$ cat src/rtl/mem_port_arbiter_if.sv
`default_nettype none
// ==========================================================================
// mem_port_arbiter_if : one requester's view of the shared Memory data port
// Rev 1.0
// ==========================================================================
interface mem_port_arbiter_if;
  logic        req;
  logic        we;
  logic [31:0] addr;
  logic [31:0] wdata;
  logic [2:0]  rd_type;
  logic [1:0]  wr_type;
  logic        ack;
  logic [31:0] rdata;

  modport master (output req, we, addr, wdata, rd_type, wr_type, input ack, rdata);
  modport slave  (input req, we, addr, wdata, rd_type, wr_type, output ack, rdata);
endinterface
`default_nettype wire

$ cat src/rtl/mem_port_arbiter.sv
`default_nettype none
// ==========================================================================
// mem_port_arbiter : two-requester arbiter for the single Memory data port
// Rev 1.0
// ==========================================================================
module mem_port_arbiter #(
  parameter int MEM_CYCLES = 1,
  parameter int FIXED_PRIO = 0
) (
  input  logic               clk,
  input  logic               rst,
  mem_port_arbiter_if.slave  m0,
  mem_port_arbiter_if.slave  m1,
  output logic               mem_rd_en,
  output logic               mem_wr_en,
  output logic [31:0]        mem_addr,
  output logic [31:0]        mem_wr_data,
  output logic [2:0]         mem_rd_type,
  output logic [1:0]         mem_wr_type,
  input  logic [31:0]        mem_rd_data,
  output logic               busy
);

  localparam logic [3:0] C_CNT_INIT = 4'(MEM_CYCLES - 1);

  typedef enum logic [1:0] {
    S_IDLE   = 2'd0,
    S_ACCESS = 2'd1,
    S_DONE   = 2'd2
  } state_t;

  state_t      r_state;
  state_t      w_next_state;
  logic [3:0]  r_cnt;
  logic        r_last_gnt;
  logic        r_sel;
  logic        r_we;
  logic [31:0] r_addr;
  logic [31:0] r_wdata;
  logic [2:0]  r_rd_type;
  logic [1:0]  r_wr_type;
  logic [31:0] r_rdata0;
  logic [31:0] r_rdata1;
  logic        w_any_req;
  logic        w_gnt;

  assign w_any_req = m0.req | m1.req;
  // On a tie: fixed priority favours m0, otherwise whoever was not served last
  assign w_gnt = (m0.req & m1.req) ? ((FIXED_PRIO != 0) ? 1'b0 : ~r_last_gnt) : m1.req;

  always_ff @(posedge clk) begin
    if (!rst) begin
      r_state <= S_IDLE;
    end else begin
      r_state <= w_next_state;
    end
  end

  always_comb begin
    w_next_state = r_state;
    mem_rd_en    = 1'b0;
    mem_wr_en    = 1'b0;
    mem_addr     = 32'd0;
    mem_wr_data  = 32'd0;
    mem_rd_type  = 3'd0;
    mem_wr_type  = 2'd0;
    m0.ack       = 1'b0;
    m1.ack       = 1'b0;
    case (r_state)
      S_IDLE: begin
        if (w_any_req) begin
          w_next_state = S_ACCESS;
        end
      end
      S_ACCESS: begin
        mem_rd_en   = ~r_we;
        mem_wr_en   = r_we;
        mem_addr    = r_addr;
        mem_wr_data = r_wdata;
        mem_rd_type = r_rd_type;
        mem_wr_type = r_wr_type;
        if (r_cnt == 4'd0) begin
          w_next_state = S_DONE;
        end
      end
      S_DONE: begin
        m0.ack       = ~r_sel;
        m1.ack       = r_sel;
        w_next_state = S_IDLE;
      end
      default: begin
        w_next_state = S_IDLE;
      end
    endcase
  end

  assign busy = (r_state != S_IDLE);

  always_ff @(posedge clk) begin
    if (!rst) begin
      r_cnt      <= 4'd0;
      r_last_gnt <= 1'b1;
      r_sel      <= 1'b0;
      r_we       <= 1'b0;
      r_addr     <= 32'd0;
      r_wdata    <= 32'd0;
      r_rd_type  <= 3'd0;
      r_wr_type  <= 2'd0;
      r_rdata0   <= 32'd0;
      r_rdata1   <= 32'd0;
    end else begin
      case (r_state)
        S_IDLE: begin
          if (w_any_req) begin
            r_sel      <= w_gnt;
            r_last_gnt <= w_gnt;
            r_we       <= w_gnt ? m1.we      : m0.we;
            r_addr     <= w_gnt ? m1.addr    : m0.addr;
            r_wdata    <= w_gnt ? m1.wdata   : m0.wdata;
            r_rd_type  <= w_gnt ? m1.rd_type : m0.rd_type;
            r_wr_type  <= w_gnt ? m1.wr_type : m0.wr_type;
            r_cnt      <= C_CNT_INIT;
          end
        end
        S_ACCESS: begin
          if (r_cnt == 4'd0) begin
            // Memory read data is combinational, so the last access cycle has it
            if (!r_we) begin
              if (r_sel) begin
                r_rdata1 <= mem_rd_data;
              end else begin
                r_rdata0 <= mem_rd_data;
              end
            end
          end else begin
            r_cnt <= r_cnt - 4'd1;
          end
        end
        default: begin
        end
      endcase
    end
  end

  assign m0.rdata = r_rdata0;
  assign m1.rdata = r_rdata1;

endmodule
`default_nettype wire

$ cat src/flat_wrapper.sv
// flat-port wrapper written by rule: the top's interface ports become plain ports
module mem_port_arbiter_flat 
#(
  parameter int MEM_CYCLES = 1,
  parameter int FIXED_PRIO = 0
)
  (clk, rst, mem_rd_en, mem_wr_en, mem_addr, mem_wr_data, mem_rd_type, mem_wr_type, mem_rd_data, busy, m0_req, m0_we, m0_addr, m0_wdata, m0_rd_type, m0_wr_type, m0_ack, m0_rdata, m1_req, m1_we, m1_addr, m1_wdata, m1_rd_type, m1_wr_type, m1_ack, m1_rdata);
  mem_port_arbiter_if m0_i ();
  mem_port_arbiter_if m1_i ();
  input  logic clk;
  input  logic rst;
  output logic mem_rd_en;
  output logic mem_wr_en;
  output logic [31:0] mem_addr;
  output logic [31:0] mem_wr_data;
  output logic [2:0] mem_rd_type;
  output logic [1:0] mem_wr_type;
  input  logic [31:0] mem_rd_data;
  output logic busy;
  input wire logic [$bits(m0_i.req)-1:0] m0_req;
  input wire logic [$bits(m0_i.we)-1:0] m0_we;
  input wire logic [$bits(m0_i.addr)-1:0] m0_addr;
  input wire logic [$bits(m0_i.wdata)-1:0] m0_wdata;
  input wire logic [$bits(m0_i.rd_type)-1:0] m0_rd_type;
  input wire logic [$bits(m0_i.wr_type)-1:0] m0_wr_type;
  output wire logic [$bits(m0_i.ack)-1:0] m0_ack;
  output wire logic [$bits(m0_i.rdata)-1:0] m0_rdata;
  input wire logic [$bits(m1_i.req)-1:0] m1_req;
  input wire logic [$bits(m1_i.we)-1:0] m1_we;
  input wire logic [$bits(m1_i.addr)-1:0] m1_addr;
  input wire logic [$bits(m1_i.wdata)-1:0] m1_wdata;
  input wire logic [$bits(m1_i.rd_type)-1:0] m1_rd_type;
  input wire logic [$bits(m1_i.wr_type)-1:0] m1_wr_type;
  output wire logic [$bits(m1_i.ack)-1:0] m1_ack;
  output wire logic [$bits(m1_i.rdata)-1:0] m1_rdata;
  assign m0_i.req = m0_req;
  assign m0_i.we = m0_we;
  assign m0_i.addr = m0_addr;
  assign m0_i.wdata = m0_wdata;
  assign m0_i.rd_type = m0_rd_type;
  assign m0_i.wr_type = m0_wr_type;
  assign m0_ack = m0_i.ack;
  assign m0_rdata = m0_i.rdata;
  assign m1_i.req = m1_req;
  assign m1_i.we = m1_we;
  assign m1_i.addr = m1_addr;
  assign m1_i.wdata = m1_wdata;
  assign m1_i.rd_type = m1_rd_type;
  assign m1_i.wr_type = m1_wr_type;
  assign m1_ack = m1_i.ack;
  assign m1_rdata = m1_i.rdata;
  mem_port_arbiter #(.MEM_CYCLES(MEM_CYCLES), .FIXED_PRIO(FIXED_PRIO)) u_core (.clk(clk), .rst(rst), .m0(m0_i), .m1(m1_i), .mem_rd_en(mem_rd_en), .mem_wr_en(mem_wr_en), .mem_addr(mem_addr), .mem_wr_data(mem_wr_data), .mem_rd_type(mem_rd_type), .mem_wr_type(mem_wr_type), .mem_rd_data(mem_rd_data), .busy(busy));
endmodule
$ cat config.mk
export PLATFORM = sky130hd
export DESIGN_NAME = mem_port_arbiter_flat
export DESIGN_NICKNAME = d
export VERILOG_FILES = /design/src/rtl/mem_port_arbiter_if.sv /design/src/rtl/mem_port_arbiter.sv /design/src/flat_wrapper.sv
export SDC_FILE = /design/constraint.sdc
export NUM_CORES = 1
export LEC_CHECK = 0
export CORE_MARGIN = 2
export CORE_UTILIZATION = 41
export CTS_BUF_LIST = sky130_fd_sc_hd__clkbuf_4 sky130_fd_sc_hd__clkbuf_8
export CTS_CLUSTER_DIAMETER = 40
export DETAILED_ROUTE_END_ITERATION = 12
export GPL_TIMING_DRIVEN = 0
export PLACE_DENSITY = 0.85
export RECOVER_POWER = 50
export SLEW_MARGIN = 10
export SYNTH_ARGS = -nofsm -noshare
export SYNTH_HDL_FRONTEND = slang
export SYNTH_SLANG_ARGS = --single-unit
$ cat constraint.sdc
create_clock -name clk -period 2.1 [get_ports clk]
set_input_delay 0.42 -clock clk [delete_from_list [all_inputs] [get_ports clk]]
set_output_delay 0.42 -clock clk [all_outputs]
set_load 0.01 [all_outputs]
==> results of run 1 <==
## sequential cells by signal (all words and copies together), names as in the netlist
| name | flops |
|---|---|
| u_core.r_wr_type | 2 |
| u_core.r_rd_type | 3 |
| u_core.r_we | 1 |
| u_core.m1.rdata | 32 |
| u_core.r_addr | 32 |
| u_core.r_wdata | 32 |
| u_core.r_cnt | 4 |
| u_core.r_sel | 1 |
| u_core.m0.rdata | 32 |
| u_core.r_state | 2 |
| u_core.r_last_gnt | 1 |
## where the power goes
group | switching (mW) | internal, mW | total [mW]
registers | 0.0999 | 2.89 | 2.99
logic | 0.588 | 0.774 | 1.36
clock network | 1.07 | 1.24 | 2.31
## cells by family after synthesis
family,share of synthesized area [%]
compound gates,11.60
mux,21.78
fa+ha+maj,0.2031
simple gates,15.54
buf+inv,4.713
flops,46.16
## metal layers
layer	global-route usage [%]	part of all wire [%]	vias up
li1	-	-	2778
met1	25.68	38	2542
met2	43.10	49	212
met3	10.84	9.9	33
met4	9.502	2.6	0
met5	0	0	-
## worst paths after layout
kind                            slack, ns         startpoint                   to
worst max-delay path                 0.06  u_core.r_state[0]      mem_wr_data[16]
worst min-delay path                 0.46   u_core.r_addr[5]     u_core.r_addr[5]
worst max register to register       0.17    u_core.r_cnt[0]  u_core.m1.rdata[26]
worst min register to register       0.46   u_core.r_addr[5]     u_core.r_addr[5]
## placed cells by master (no fill, tap or decap), types with 3 or more instances in the layout
cell type	Yosys	layout
o2bb2ai_1	70	70
bufinv_16	0	3
o21ai_0	4	4
dlygate4sd2_1	0	4
clkbuf_2	0	28
nand2_1	97	97
buf_2	13	34
and2_1	71	55
dfxtp_1	142	140
dlygate4sd3_1	0	63
clkbuf_1	26	19
a21boi_1	5	3
clkdlybuf4s15_2	0	7
clkbuf_8	0	23
buf_8	0	4
a21boi_0	1	3
inv_1	3	3
buf_6	10	21
clkinv_2	0	3
mux2i_1	134	134
or3_1	3	3
clkinvlp_4	0	3
buf_4	0	3
and2_4	0	16
clkdlybuf4s50_1	0	176
## per-stage QoR
stage	cells	TNS, ns	setup WS (ns)	instance area (um^2)
after CTS	1133	-0.04905	-0.009488	9966
after detailed placement	1098	-41.30	-0.4181	9522
after global placement	1098	-39.32	-0.4500	9522
after floorplan	601	0	0.5341	6158
after global routing	1135	-0.2854	-0.02319	9935
final	1135	0	0.05691	9935
## cell type report
| cell class | instances | share of cell area [%] |
|---|---|---|
| Multi-Input combinational cell | 406 | 30.93 |
| Timing Repair Buffer | 318 | 30.03 |
| Sequential cell | 142 | 28.69 |
| Buffer | 49 | 3.615 |
| Clock buffer | 19 | 2.632 |
| Tap cell | 184 | 2.317 |
| Clock inverter | 13 | 1.637 |
| Inverter | 4 | 0.1511 |
## timing repair
action / 4_1_cts / 5_1_grt
gates resized for setup: 257 / 62
setup buffers: 3 / 0
endpoints found under the setup margin: 74 / 71
pin swaps: 0 / 1
gates cloned: 0 / 2
hold buffers: 0 / 0
==> run_results.csv, run 1 <==
group,metric,value,unit
floorplanning,core_area,0.01459,mm^2
critical_path,cp_top_family,"buffers and inverters",
global_routing,grt_overflow,0,
cts,cts_htree_levels,4,
floorplanning,die_area,0.01602,mm^2
timing,tightest_slew,0.6761,ns
global_routing,grt_pass1_wl,30800,um
timing,rsz0062_at_grt,"yes",
cts,cts_root_buffer,"clkbuf_8",
timing,fmax,489.5,MHz
cts,path_clk_slew,0.08,ns
cts,clock_sinks,142,
cts,clk_path_buf_depth,2,
synth,yosys.area.top_type,"dfxtp_1",
floorplanning,io_pins,314,
synth,synth_edf_count,0,
power,power,6.672,mW
critical_path,critPathKind,"flip-flop to output port",
timing,slew-limit-headroom,54.93,%
power,power.density,671.6,mW/mm^2
critical_path,cp_cell_sequence,"nor2b_4 -> buf_8 -> buf_12 -> clkbuf_16 -> and2_1 -> buf_6",
final_layout,multiInputGateArea,0.003073,mm^2
synth,synthDominantCellAreaShare,46.16,%
timing,maxSlewViolCount,0,
synth,synth-main-ff-cell,"dfxtp_1",
place,io_buffer_count,313,
final_layout,drive_gt1_share,16.72,%
status,status,"complete, no violations",
place,place_congestion,0.8307,
power,p_leak,4.536,nW
drt,postRouteAntennaNets,0,
timing,finalClockSkew,0.01091,ns
synth,ys_seq_elements,142,
hold_path,whs_path_depth,1,
synth,synth.most_common_cell,"dfxtp_1",
final_layout,nFillCells,1181,
timing,period_needed,2.043,ns
drt,drt_iter0_drc,179,
power,peakVddDrop,506.8,uV
cts,cts_buffers,17,
critical_path,slowest_stage,"dfxtp_4",
drt,route.detailed.drc,0,
synth,yosys-top-cells-count,"dfxtp_1, mux2i_1, nand2_1",
floorplanning,die_h,126.6,um
critical_path,cp_data_required_time,1.68,ns
synth,synth_warnings,0,
critical_path,cp_num_buf_inv,4,
timing,finalHoldViolCount,0,
synth,synth_nets,778,
drt,drt-wirelength-per-cell,17.47,um
place,dp_hpwl,15380,um
critical_path,endpoint_kind,"output port",
critical_path,critPathMaxFanout,7,
final_layout,diodes,0,
drt,via_per_inst,4.903,
critical_path,r2r_cells,6,
global_routing,grt_pass1_vias,5686,
drt,wl,19830,um
final_layout,area_delta_synth_final,61.32,%
timing,finalSetupViolations,0,
synth,synthArstFlopShare,0,%
synth,ys_types,31,
hold_path,hold_path.class,"flip-flop to flip-flop",
flow_run,max-cap-violations,0,
timing,fin_crit_sh,97.29,%
final_layout,fin_nets,1115,
final_layout,regArea,0.002850,mm^2
synth,avgSynthCellArea,10.25,um^2
timing,holdWs,0.4569,ns
synth,ys_top_cells_by_area,"dfxtp_1, mux2i_1, o2bb2ai_1, and2_1, nand2_1",
drt,first_pass_iters,4,
global_routing,antenna_found_initial,0,
synth,synthCells,601,
floorplanning,num_rows,44,
final_layout,final_util,68.10,%
synth,seq_area_frac_synth,46.16,%
synth,synth.cell_area,0.006158,mm^2
cts,insertion_delay,0.45,ns
critical_path,cp.depth,6,
critical_path,critical-path-max-stage-delay,0.35,ns
floorplanning,dieWidth,126.6,um
floorplanning,initial_core_util,42.21,%
critical_path,crit_arrival,1.62,ns
critical_path,worstSetupStartpointType,"flip-flop",
drt,vias,5565,
global_routing,gr-usage-all-layers,24.51,%
global_routing,grt_max_degree,17,
cts,cts_tree,"built",
No activity file was read; power rests on OpenSTA's default activity.
==> run 2, diff against run 1 <==
--- a/config.mk
+++ b/config.mk
@@ -8,7 +8,7 @@
 export CORE_MARGIN = 2
 export CORE_UTILIZATION = 41
 export CTS_BUF_LIST = sky130_fd_sc_hd__clkbuf_4 sky130_fd_sc_hd__clkbuf_8
-export CTS_CLUSTER_DIAMETER = 40
+export CTS_CLUSTER_DIAMETER = 30
 export DETAILED_ROUTE_END_ITERATION = 12
 export GPL_TIMING_DRIVEN = 0
 export PLACE_DENSITY = 0.85
==> results of run 2 <==
No change in the layout: final DEF, timing and power equal those of run 1.
==> run 3, diff against run 2 <==
--- a/config.mk
+++ b/config.mk
@@ -11,9 +11,9 @@
 export CTS_CLUSTER_DIAMETER = 30
 export DETAILED_ROUTE_END_ITERATION = 12
 export GPL_TIMING_DRIVEN = 0
-export PLACE_DENSITY = 0.85
+export PLACE_DENSITY_LB_ADDON = 0.08
 export RECOVER_POWER = 50
-export SLEW_MARGIN = 10
+export SLEW_MARGIN = 30
 export SYNTH_ARGS = -nofsm -noshare
 export SYNTH_HDL_FRONTEND = slang
 export SYNTH_SLANG_ARGS = --single-unit
==> run_results.csv, run 3 (same netlist as run 1, synthesis figures left out) <==
group,metric,value,unit
status,status,"complete, no violations",
drt,vias,5676,
timing,finalClockSkew,0.008548,ns
drt,wl,18670,um
place,io_buffer_count,313,
floorplanning,die_area,0.01602,mm^2
drt,drt-wirelength-per-cell,16.50,um
timing,finalSetupViolations,0,
timing,maxSlewViolCount,0,
critical_path,cp_data_required_time,1.68,ns
final_layout,final_util,68.25,%
critical_path,critPathKind,"flip-flop to output port",
power,power,6.722,mW
drt,postRouteAntennaNets,0,
critical_path,critPathMaxFanout,8,
timing,finalWorstSetupSlack,0.05774,ns
critical_path,worstSetupStartpointType,"flip-flop",
floorplanning,num_rows,44,
power,peakVddDrop,392.7,uV
floorplanning,io_pins,314,
power,power.density,675.1,mW/mm^2
floorplanning,initial_core_util,42.21,%
timing,period_needed,2.042,ns
floorplanning,die_h,126.6,um
critical_path,timing.rr.end,"u_core.m1.rdata[8]",
hold_path,whs_endpoint,"u_core.r_addr[9]",
critical_path,r2r_cells,6,
critical_path,endpoint_kind,"output port",
timing,fmax,489.7,MHz
global_routing,grt_max_degree,17,
cts,clock_sinks,142,
cts,path_clk_slew,0.07,ns
hold_path,whs_path_depth,1,
global_routing,grt_pass1_vias,5790,
timing,fin_crit_sh,97.25,%
cts,cts_root_buffer,"clkbuf_8",
drt,drt_iter0_drc,188,
cts,insertion_delay,0.44,ns
flow_run,max-cap-violations,0,
drt,via_per_inst,5.019,
place,place_congestion,0.7845,
timing,finalHoldViolCount,0,
final_layout,final_common_cell,"clkdlybuf4s50_1",
critical_path,r2r_start,"u_core.r_cnt[1]",
final_layout,area_delta_synth_final,61.68,%
cts,cts_buffers,17,
hold_path,hold_path.startpoint,"u_core.r_addr[9]",
drt,route.detailed.drc,0,
critical_path,crit_arrival,1.62,ns
cts,postCtsHoldBufs,0,
final_layout,fin_nets,1114,
global_routing,antenna_found_initial,1,
drt,first_pass_iters,6,
cts,cts_tree,"built",
power,p_leak,4.528,nW
hold_path,hold_path.class,"flip-flop to flip-flop",
floorplanning,dieWidth,126.6,um
place,post-place-ws,-0.4040,ns
cts,clk_path_buf_depth,2,
place,dp_hpwl,14400,um
global_routing,grt_overflow,0,
timing,rsz0062_at_grt,"yes",
final_layout,diodes,0,
timing,slew-limit-headroom,54.00,%
global_routing,gr-usage-all-layers,22.86,%
cts,cts_htree_levels,4,
timing,tightest_slew,0.6900,ns
critical_path,rrSetupSlack,0.16,ns
global_routing,grt_pass1_wl,29070,um
final_layout,drive_gt1_share,14.04,%
floorplanning,core_area,0.01459,mm^2
final_layout,mostFrequentLayoutCells,"clkdlybuf4s50_1, dfxtp_1, mux2i_1, nand2_1, o2bb2ai_1",
-- run 3: cell count changes in the layout (fill, tap and decap cells not counted), moves of 4 or more --
cell             delta
clkdlybuf4s15_2     -4
clkbuf_8            +5
clkdlybuf4s15_1    +17
clkbuf_2           -15
-- run 3: per-layer routing --
metal,part of all wire [%],GRT usage (%)
met1,38,24.25
met2,49,39.54
met3,9.0,8.857
met4,3.2,11.44
met5,0.070,0
-- run 3: how the worst max path moves through the flow --
stage	start	endpoint	slack [ns]	cells after the start
after floorplan	u_core.r_state[0]	mem_addr[0]	0.53	4
after global placement	u_core.r_state[0]	mem_wr_en	-0.35	5
after detailed placement	u_core.r_state[0]	mem_wr_type[1]	-0.40	5
after CTS	u_core.r_state[1]	busy	-0.05	3
after global routing	u_core.r_state[0]	mem_wr_data[28]	-0.02	6
final	u_core.r_state[0]	mem_wr_data[27]	0.06	6
-- run 3: per-stage QoR --
stage	cell area [um^2]	cells	setup TNS [ns]	hold slack (ns)
2_1_floorplan	6158	601	0	0.4242
6_report	9957	1131	0	0.4534
3_5_place_dp	9522	1098	-39.37	0.4388
5_1_grt	9957	1131	-0.2260	0.4667
4_1_cts	9956	1130	-0.2751	0.4587
3_3_place_gp	9522	1098	-30.26	0.4359
-- run 3: worst max-delay path, cell delays in order, from the launching register on --
cell,delay [ns]
dfxtp_4,0.36
nor2b_4,0.13
buf_8,0.13
buf_12,0.14
clkbuf_8,0.14
and2_4,0.15
buf_4,0.14
-- run 3: what timing repair did --
item / CTS / global route
pin swaps: 6 / 0
gates cloned: 2 / 0
endpoints found under the setup margin: 74 / 71
buffers inserted: 1 / 1
gates resized for setup: 270 / 27
-- run 3: where the power goes --
group / leakage, nW / internal [mW] / switching, mW
Clock: 0.221 / 1.43 / 0.962
Sequential: 1.16 / 2.90 / 0.103
Combinational: 3.14 / 0.759 / 0.573
Total: 4.53 / 5.08 / 1.64
-- run 3: area by class of cell --
class                      count  area [um^2]
buffer                        49        337.8
sequential                   142         2850
fill                        1162         4632
clock inverter                 6        132.6
timing repair buffer         317         3022
tap                          184        230.2
clock buffer                  23        304.0
multi-input combinational    406         3065
inverter                       4        15.01
